$ cat src/rtl/mmu_pkg.sv
// rtl/mmu_pkg.sv - Sv39 PTE field layout and PTW responder state encoding shared with the MMU
package mmu_pkg;

   localparam int PTE_V       = 0;
   localparam int PTE_R       = 1;
   localparam int PTE_W       = 2;
   localparam int PTE_X       = 3;
   localparam int PTE_U       = 4;
   localparam int PTE_G       = 5;
   localparam int PTE_A       = 6;
   localparam int PTE_D       = 7;
   localparam int PTE_PPN_LSB = 10;
   localparam int PTE_PPN_MSB = 53;
   localparam int PTE_BYTES   = 8;
   localparam int PTE_OFS_W   = $clog2(PTE_BYTES);

   typedef enum logic [2:0] {
      S_IDLE,
      S_ADDR,
      S_BUS_REQ,
      S_BUS_WAIT,
      S_RESP,
      S_DRAIN
   } ptw_resp_state_t;

   function automatic logic pte_aligned(input logic [PTE_OFS_W-1:0] ofs);
      return ofs == '0;
   endfunction

endpackage

$ cat src/rtl/pte_cache.sv
// rtl/pte_cache.sv - fully-associative PTE cache with round-robin fill and single-cycle flush
module pte_cache #(
   parameter int ENTRIES = 4,
   parameter int TAG_W   = 61,
   parameter int DATA_W  = 64
) (
   input  logic              clk,
   input  logic              rst,
   input  logic [TAG_W-1:0]  lookup_tag,
   output logic              lookup_hit,
   output logic [DATA_W-1:0] lookup_data,
   input  logic              fill_en,
   input  logic [TAG_W-1:0]  fill_tag,
   input  logic [DATA_W-1:0] fill_data,
   input  logic              flush
);
   localparam int PTR_W = $clog2(ENTRIES);

   logic [ENTRIES-1:0] valid_q, valid_d;
   logic [TAG_W-1:0]   tag_q  [ENTRIES];
   logic [TAG_W-1:0]   tag_d  [ENTRIES];
   logic [DATA_W-1:0]  data_q [ENTRIES];
   logic [DATA_W-1:0]  data_d [ENTRIES];
   logic [PTR_W-1:0]   ptr_q, ptr_d;

   // Fills only happen on a miss, so at most one entry can match.
   always_comb begin
      lookup_hit  = 1'b0;
      lookup_data = '0;
      for (int i = 0; i < ENTRIES; i++) begin
         if (valid_q[i] && tag_q[i] == lookup_tag) begin
            lookup_hit  = 1'b1;
            lookup_data = data_q[i];
         end
      end
   end

   // Flush beats a coincident fill: nothing is written and the pointer holds.
   always_comb begin
      valid_d = valid_q;
      tag_d   = tag_q;
      data_d  = data_q;
      ptr_d   = ptr_q;
      if (flush) begin
         valid_d = '0;
      end else if (fill_en) begin
         valid_d[ptr_q] = 1'b1;
         tag_d[ptr_q]   = fill_tag;
         data_d[ptr_q]  = fill_data;
         ptr_d          = ptr_q + PTR_W'(1);
      end
   end

   always_ff @(posedge clk or posedge rst) begin
      if (rst) begin
         valid_q <= '0;
         ptr_q   <= '0;
         for (int i = 0; i < ENTRIES; i++) begin
            tag_q[i]  <= '0;
            data_q[i] <= '0;
         end
      end else begin
         valid_q <= valid_d;
         ptr_q   <= ptr_d;
         tag_q   <= tag_d;
         data_q  <= data_d;
      end
   end

endmodule

$ cat src/rtl/ptw_mem_responder.sv
// rtl/ptw_mem_responder.sv - serves MMU page-table-walk PTE reads from a PTE cache or the memory bus
module ptw_mem_responder
   import mmu_pkg::*;
#(
   parameter int PADDR_WIDTH    = 64,
   parameter int DATA_WIDTH     = 64,
   parameter int CACHE_ENTRIES  = 4,
   parameter int TIMEOUT_CYCLES = 256
) (
   input  logic                   clk,
   input  logic                   rst,
   input  logic                   ptw_req,
   input  logic [PADDR_WIDTH-1:0] ptw_addr,
   output logic [DATA_WIDTH-1:0]  ptw_data,
   output logic                   ptw_ready,
   input  logic                   ptw_flush,
   output logic                   mem_req_valid,
   input  logic                   mem_req_ready,
   output logic [PADDR_WIDTH-1:0] mem_req_addr,
   input  logic                   mem_resp_valid,
   input  logic [DATA_WIDTH-1:0]  mem_resp_data,
   input  logic                   mem_resp_err,
   output logic                   timeout_err,
   output logic                   protocol_err
);
   localparam int TAG_W = PADDR_WIDTH - PTE_OFS_W;
   localparam int CNT_W = $clog2(TIMEOUT_CYCLES);
   localparam logic [CNT_W-1:0] CNT_LAST = CNT_W'(TIMEOUT_CYCLES - 1);

   ptw_resp_state_t        state_q, state_d;
   logic [DATA_WIDTH-1:0]  ptw_data_q, ptw_data_d;
   logic                   ptw_ready_q, ptw_ready_d;
   logic                   mem_req_valid_q, mem_req_valid_d;
   logic [PADDR_WIDTH-1:0] mem_req_addr_q, mem_req_addr_d;
   logic                   timeout_err_q, timeout_err_d;
   logic                   protocol_err_q, protocol_err_d;
   logic [CNT_W-1:0]       cnt_q, cnt_d;
   logic                   drain_q, drain_d;

   logic                   hit;
   logic [DATA_WIDTH-1:0]  hit_data;
   logic                   fill_en;
   logic                   resp_set;
   logic [DATA_WIDTH-1:0]  resp_val;

   pte_cache #(
      .ENTRIES (CACHE_ENTRIES),
      .TAG_W   (TAG_W),
      .DATA_W  (DATA_WIDTH)
   ) u_cache (
      .clk         (clk),
      .rst         (rst),
      .lookup_tag  (ptw_addr[PADDR_WIDTH-1:PTE_OFS_W]),
      .lookup_hit  (hit),
      .lookup_data (hit_data),
      .fill_en     (fill_en),
      .fill_tag    (mem_req_addr_q[PADDR_WIDTH-1:PTE_OFS_W]),
      .fill_data   (mem_resp_data),
      .flush       (ptw_flush)
   );

   always_comb begin
      state_d         = state_q;
      ptw_data_d      = ptw_data_q;
      ptw_ready_d     = 1'b0;
      mem_req_addr_d  = mem_req_addr_q;
      timeout_err_d   = 1'b0;
      protocol_err_d  = protocol_err_q | (ptw_req && state_q != S_IDLE);
      cnt_d           = cnt_q;
      drain_d         = drain_q;
      fill_en         = 1'b0;
      resp_set        = 1'b0;
      resp_val        = '0;

      case (state_q)
         S_IDLE: begin
            if (ptw_req) state_d = S_ADDR;
         end
         S_ADDR: begin
            // A flush this cycle makes the lookup miss rather than return a dying entry.
            if (!pte_aligned(ptw_addr[PTE_OFS_W-1:0])) begin
               resp_set = 1'b1;
            end else if (hit && !ptw_flush) begin
               resp_set = 1'b1;
               resp_val = hit_data;
            end else begin
               state_d        = S_BUS_REQ;
               mem_req_addr_d = ptw_addr;
               cnt_d          = '0;
               drain_d        = 1'b0;
            end
         end
         S_BUS_REQ: begin
            if (cnt_q != CNT_LAST) cnt_d = cnt_q + CNT_W'(1);
            if (mem_req_ready) begin
               state_d = S_BUS_WAIT;
            end else if (cnt_q == CNT_LAST) begin
               resp_set      = 1'b1;
               timeout_err_d = 1'b1;
            end
         end
         S_BUS_WAIT: begin
            if (cnt_q != CNT_LAST) cnt_d = cnt_q + CNT_W'(1);
            if (mem_resp_valid) begin
               resp_set = 1'b1;
               fill_en  = !mem_resp_err;
               resp_val = mem_resp_err ? '0 : mem_resp_data;
            end else if (cnt_q == CNT_LAST) begin
               // The beat is still owed by the bus; swallow it in DRAIN later.
               resp_set      = 1'b1;
               timeout_err_d = 1'b1;
               drain_d       = 1'b1;
            end
         end
         S_RESP: begin
            state_d = drain_q ? S_DRAIN : S_IDLE;
         end
         S_DRAIN: begin
            if (mem_resp_valid) begin
               state_d = S_IDLE;
               drain_d = 1'b0;
            end
         end
         default: state_d = S_IDLE;
      endcase

      if (resp_set) begin
         state_d     = S_RESP;
         ptw_ready_d = 1'b1;
         ptw_data_d  = resp_val;
      end
      mem_req_valid_d = (state_d == S_BUS_REQ);
   end

   always_ff @(posedge clk or posedge rst) begin
      if (rst) begin
         state_q         <= S_IDLE;
         ptw_data_q      <= '0;
         ptw_ready_q     <= 1'b0;
         mem_req_valid_q <= 1'b0;
         mem_req_addr_q  <= '0;
         timeout_err_q   <= 1'b0;
         protocol_err_q  <= 1'b0;
         cnt_q           <= '0;
         drain_q         <= 1'b0;
      end else begin
         state_q         <= state_d;
         ptw_data_q      <= ptw_data_d;
         ptw_ready_q     <= ptw_ready_d;
         mem_req_valid_q <= mem_req_valid_d;
         mem_req_addr_q  <= mem_req_addr_d;
         timeout_err_q   <= timeout_err_d;
         protocol_err_q  <= protocol_err_d;
         cnt_q           <= cnt_d;
         drain_q         <= drain_d;
      end
   end

   assign ptw_data      = ptw_data_q;
   assign ptw_ready     = ptw_ready_q;
   assign mem_req_valid = mem_req_valid_q;
   assign mem_req_addr  = mem_req_addr_q;
   assign timeout_err   = timeout_err_q;
   assign protocol_err  = protocol_err_q;

endmodule

$ cat config.mk
export PLATFORM = sky130hd
export DESIGN_NAME = ptw_mem_responder
export DESIGN_NICKNAME = d
export VERILOG_FILES = /design/src/rtl/mmu_pkg.sv /design/src/rtl/pte_cache.sv /design/src/rtl/ptw_mem_responder.sv
export SDC_FILE = /design/constraint.sdc
export NUM_CORES = 2
export LEC_CHECK = 0
export BUFFER_PORTS_ARGS = -buffer_cell sky130_fd_sc_hd__buf_2
export CAP_MARGIN = 10
export CELL_PAD_IN_SITES_DETAIL_PLACEMENT = 1
export CELL_PAD_IN_SITES_GLOBAL_PLACEMENT = 2
export CORE_ASPECT_RATIO = 1.1
export CORE_UTILIZATION = 30
export DETAILED_ROUTE_END_ITERATION = 10
export GPL_TIMING_DRIVEN = 0
export PLACE_DENSITY = 0.64
export SYNTH_ARGS = -nofsm -noshare
export SYNTH_HDL_FRONTEND = slang
export SYNTH_SLANG_ARGS = --single-unit
$ cat constraint.sdc
create_clock -name clk -period 36.6 [get_ports clk]
set_input_delay 7.32 -clock clk [delete_from_list [all_inputs] [get_ports clk]]
set_output_delay 7.32 -clock clk [all_outputs]
set_load 0.1 [all_outputs]
==> out/metrics.cfg <==
[clocking]
worstSkewPairLatency_ns=0.65
path_clk_slew_ns=0.06
cts_buffer_depth=3
post_cts_buffers=0
htreeDepth=3
cts_sinks=650
numCtsBuffers=78
cts_tree=done
cts-root-buf=clkbuf_16
cts_resized=0
ctsHoldBuffers=0

[worst_setup_path]
crit_fanout=10
ff2ff_path_depth=10
worstPathRequired_ns=37.18
cp_slowest_cell=nor4_1
max_stage_delay_ns=1.14
crit_type=in2reg
worstSetupEndpointType=flop
r2r_end=ptw_data[32]
r2r-start=u_cache.tag_q[193]
arrival_ns=12.26
cp-start-kind=primary input
rrSetupSlack_ns=31.44
worstPathCellList=clkbuf_1 -> xnor2_1 -> nand4_1 -> nor4_1 -> nand2_1 -> nor3_2 -> buf_6 -> buf_1 -> nand3_1 -> a311oi_1 -> a221o_1

[route]
vias_per_cell=5.02
postRouteWirelength_um=123000
drtAntennaViolNets=0
remaining_drc_errors=13
wire_per_inst_um=25.2
drt-initial-drc-count=1620
vias=24611
drtPass1Iterations=8

[yosys]
synth_nets=3396
synth_flop_cell=dfrtp_1
synth_edf_count=0
yosys_warnings=0
synth.top_cells.by_count=nand2_1, dfrtp_1, clkbuf_1, xnor2_1, o22ai_1
syn_area_um2=29600
netlist_instances=3256
yosysTopAreaCell=dfrtp_1
seq_area_frac_synth_pct=55.0
ys_types=60
synth_top_area_share_pct=55.0
synth_area_leaders=dfrtp_1, nand2_1, xnor2_1
ys_ff_latch=650
synthArstFlopShare_pct=100
yosysMostFrequentCell=nand2_1
avgSynthCellArea_um2=9.09

[floorplanning]
die-area_um2=99900
die_w_um=301
design.core.area_um2=97600
initial_core_util_pct=30.3
rows=120
die_h_um=331
io_pins=267

[worst_hold_path]
hp-class=reg2reg
hold_start=u_cache.data_q[140]
holdPathEnd=u_cache.data_q[140]
holdPathStages=2

[power]
p_leak_nw=17.8
seqPwrFrac_pct=40.3
ir_drop_mv=0.0290
netSwitchingFraction_pct=39.5
pwr-share-clk_pct=33.0
pwr-share-comb_pct=26.8
internal-power_mw=1.41
cellPowerDensity_nw_per_um2=66.8
p_switching_uw=921

[sta]
hold_violations=0
tightest_slew_ns=1.29
finalMaxSlewViolations=0
max_slew_margin_pct=14.1
fmax_mhz=85.6
fin_crit_sh_pct=31.9
finalSetupViolations=0
min_period_ns=11.68
rsz0062_at_grt=false
setup_tns_ns=0
fin_skew_ns=0.0245

[global_routing]
grt_pass1_wl_um=184000
grt_pass1_vias=26671
antenna_found_initial=13
track_usage_pct=25.0
grt_max_degree=119
grt_overflow=0

[placed_design]
place_congestion=0.904
place_inst=4760
io_buffers=214
hpwlAfterDp_um=91800

[finish]
fin_nets=3700
final_util_pct=35.9
fin_cells=4900
final_layout_size_suffix_gt1_share_pct=12.2
syn_to_final_growth_pct=18.3

[job]
maxCapViolations=0

[run_status]
status=complete, but fails checks
violations=DRC

flip-flops by register name, indices dropped and copies added, names as in the netlist:
| name | count |
|---|---|
| state_q | 3 |
| protocol_err | 1 |
| timeout_err | 1 |
| u_cache.valid_q | 4 |
| ptw_data | 64 |
| drain_q | 1 |
| mem_req_addr | 64 |
| u_cache.data_q | 256 |
| ptw_ready | 1 |
| mem_req_valid | 1 |
| u_cache.tag_q | 244 |
| u_cache.ptr_q | 2 |
| cnt_q | 8 |
power by group through the flow:
stage,Combinational (mW),Clock [mW],Sequential (mW)
after global placement,0.619,0,0.949
after detailed placement,0.630,0,0.953
final,0.625,0.770,0.941
after global routing,0.658,0.819,0.956
after floorplan,0.183,0,1.21
after CTS,0.632,0.793,0.941
final cells by class:
cell class / instances / area (um^2)
fillers: 11372 / 62600
diodes: 1 / 2.50
flip-flops and latches: 650 / 16300
well taps: 1281 / 1600
multi-input cells: 2332 / 12200
clock inverters: 17 / 104
plain buffers: 233 / 1000
inverters: 41 / 161
clock buffers: 121 / 2410
repair buffers: 224 / 1270
worst max-delay path: cells and delay by family:
family	cells	cell delay [ns]
buffers and inverters	3	0.89
AND/OR/NAND/NOR	5	2.63
XOR/XNOR	1	0.65
AO/OA/AOI/OAI	2	0.73
routing by layer:
metal | global-route usage [%] | up-vias | wire, um
li1 | - | 11235 | -
met1 | 31.3 | 12704 | 51900
met2 | 43.3 | 491 | 62200
met3 | 4.02 | 163 | 5370
met4 | 8.22 | 18 | 3810
met5 | 0 | - | 109
logic make-up (layout without fill, tap and decap cells):
| kind of cell | Yosys count | in the layout | share of synthesized area, % |
|---|---|---|---|
| AO/OA/AOI/OAI | 287 | 287 | 7.81 |
| XOR/XNOR | 201 | 201 | 5.95 |
| adder cells (fa/ha/maj) | 5 | 5 | 0.211 |
| buffers and inverters | 274 | 636 | 3.91 |
| flip-flops | 650 | 650 | 55.0 |
| multiplexers | 61 | 61 | 3.08 |
| other | 0 | 1 | 0 |
| AND/OR/NAND/NOR | 1778 | 1778 | 24.1 |
stage by stage:
stage	setup slack, ns	hold WS [ns]	cell area [um^2]	total power, mW
final	24.92	0.475	35000	2.34
after global routing	24.83	0.491	35000	2.43
after CTS	25.00	0.478	35000	2.37
after detailed placement	24.33	0.456	32500	1.58
after global placement	2.70	0.453	32300	1.57
after floorplan	11.07	0.445	29600	1.40
cell usage in the layout, fill, tap and decap left out, drive strengths merged, types with 18 or more instances in the layout:
| cell type | count |
|---|---|
| nand2 | 1563 |
| dfrtp | 650 |
| clkbuf | 315 |
| buf | 263 |
| xnor2 | 158 |
| o22ai | 72 |
| nand3 | 71 |
| a221o | 69 |
| a311oi | 63 |
| mux2 | 61 |
| xor2 | 43 |
| inv | 43 |
| nand4 | 42 |
| o21ai | 31 |
| nor4 | 26 |
| nand2b | 23 |
| nor2b | 18 |
worst max-delay path by stage:
stage | from | endpoint | cells after the start
2_1_floorplan | rst | cnt_q[0] | 1
3_3_place_gp | rst | u_cache.data_q[181] | 2
3_5_place_dp | ptw_addr[13] | ptw_data[30] | 11
4_1_cts | ptw_addr[13] | ptw_data[32] | 11
5_1_grt | ptw_addr[13] | ptw_data[32] | 11
6_report | ptw_addr[13] | ptw_data[32] | 11
Note: power is estimated with default switching activity, not from simulation.
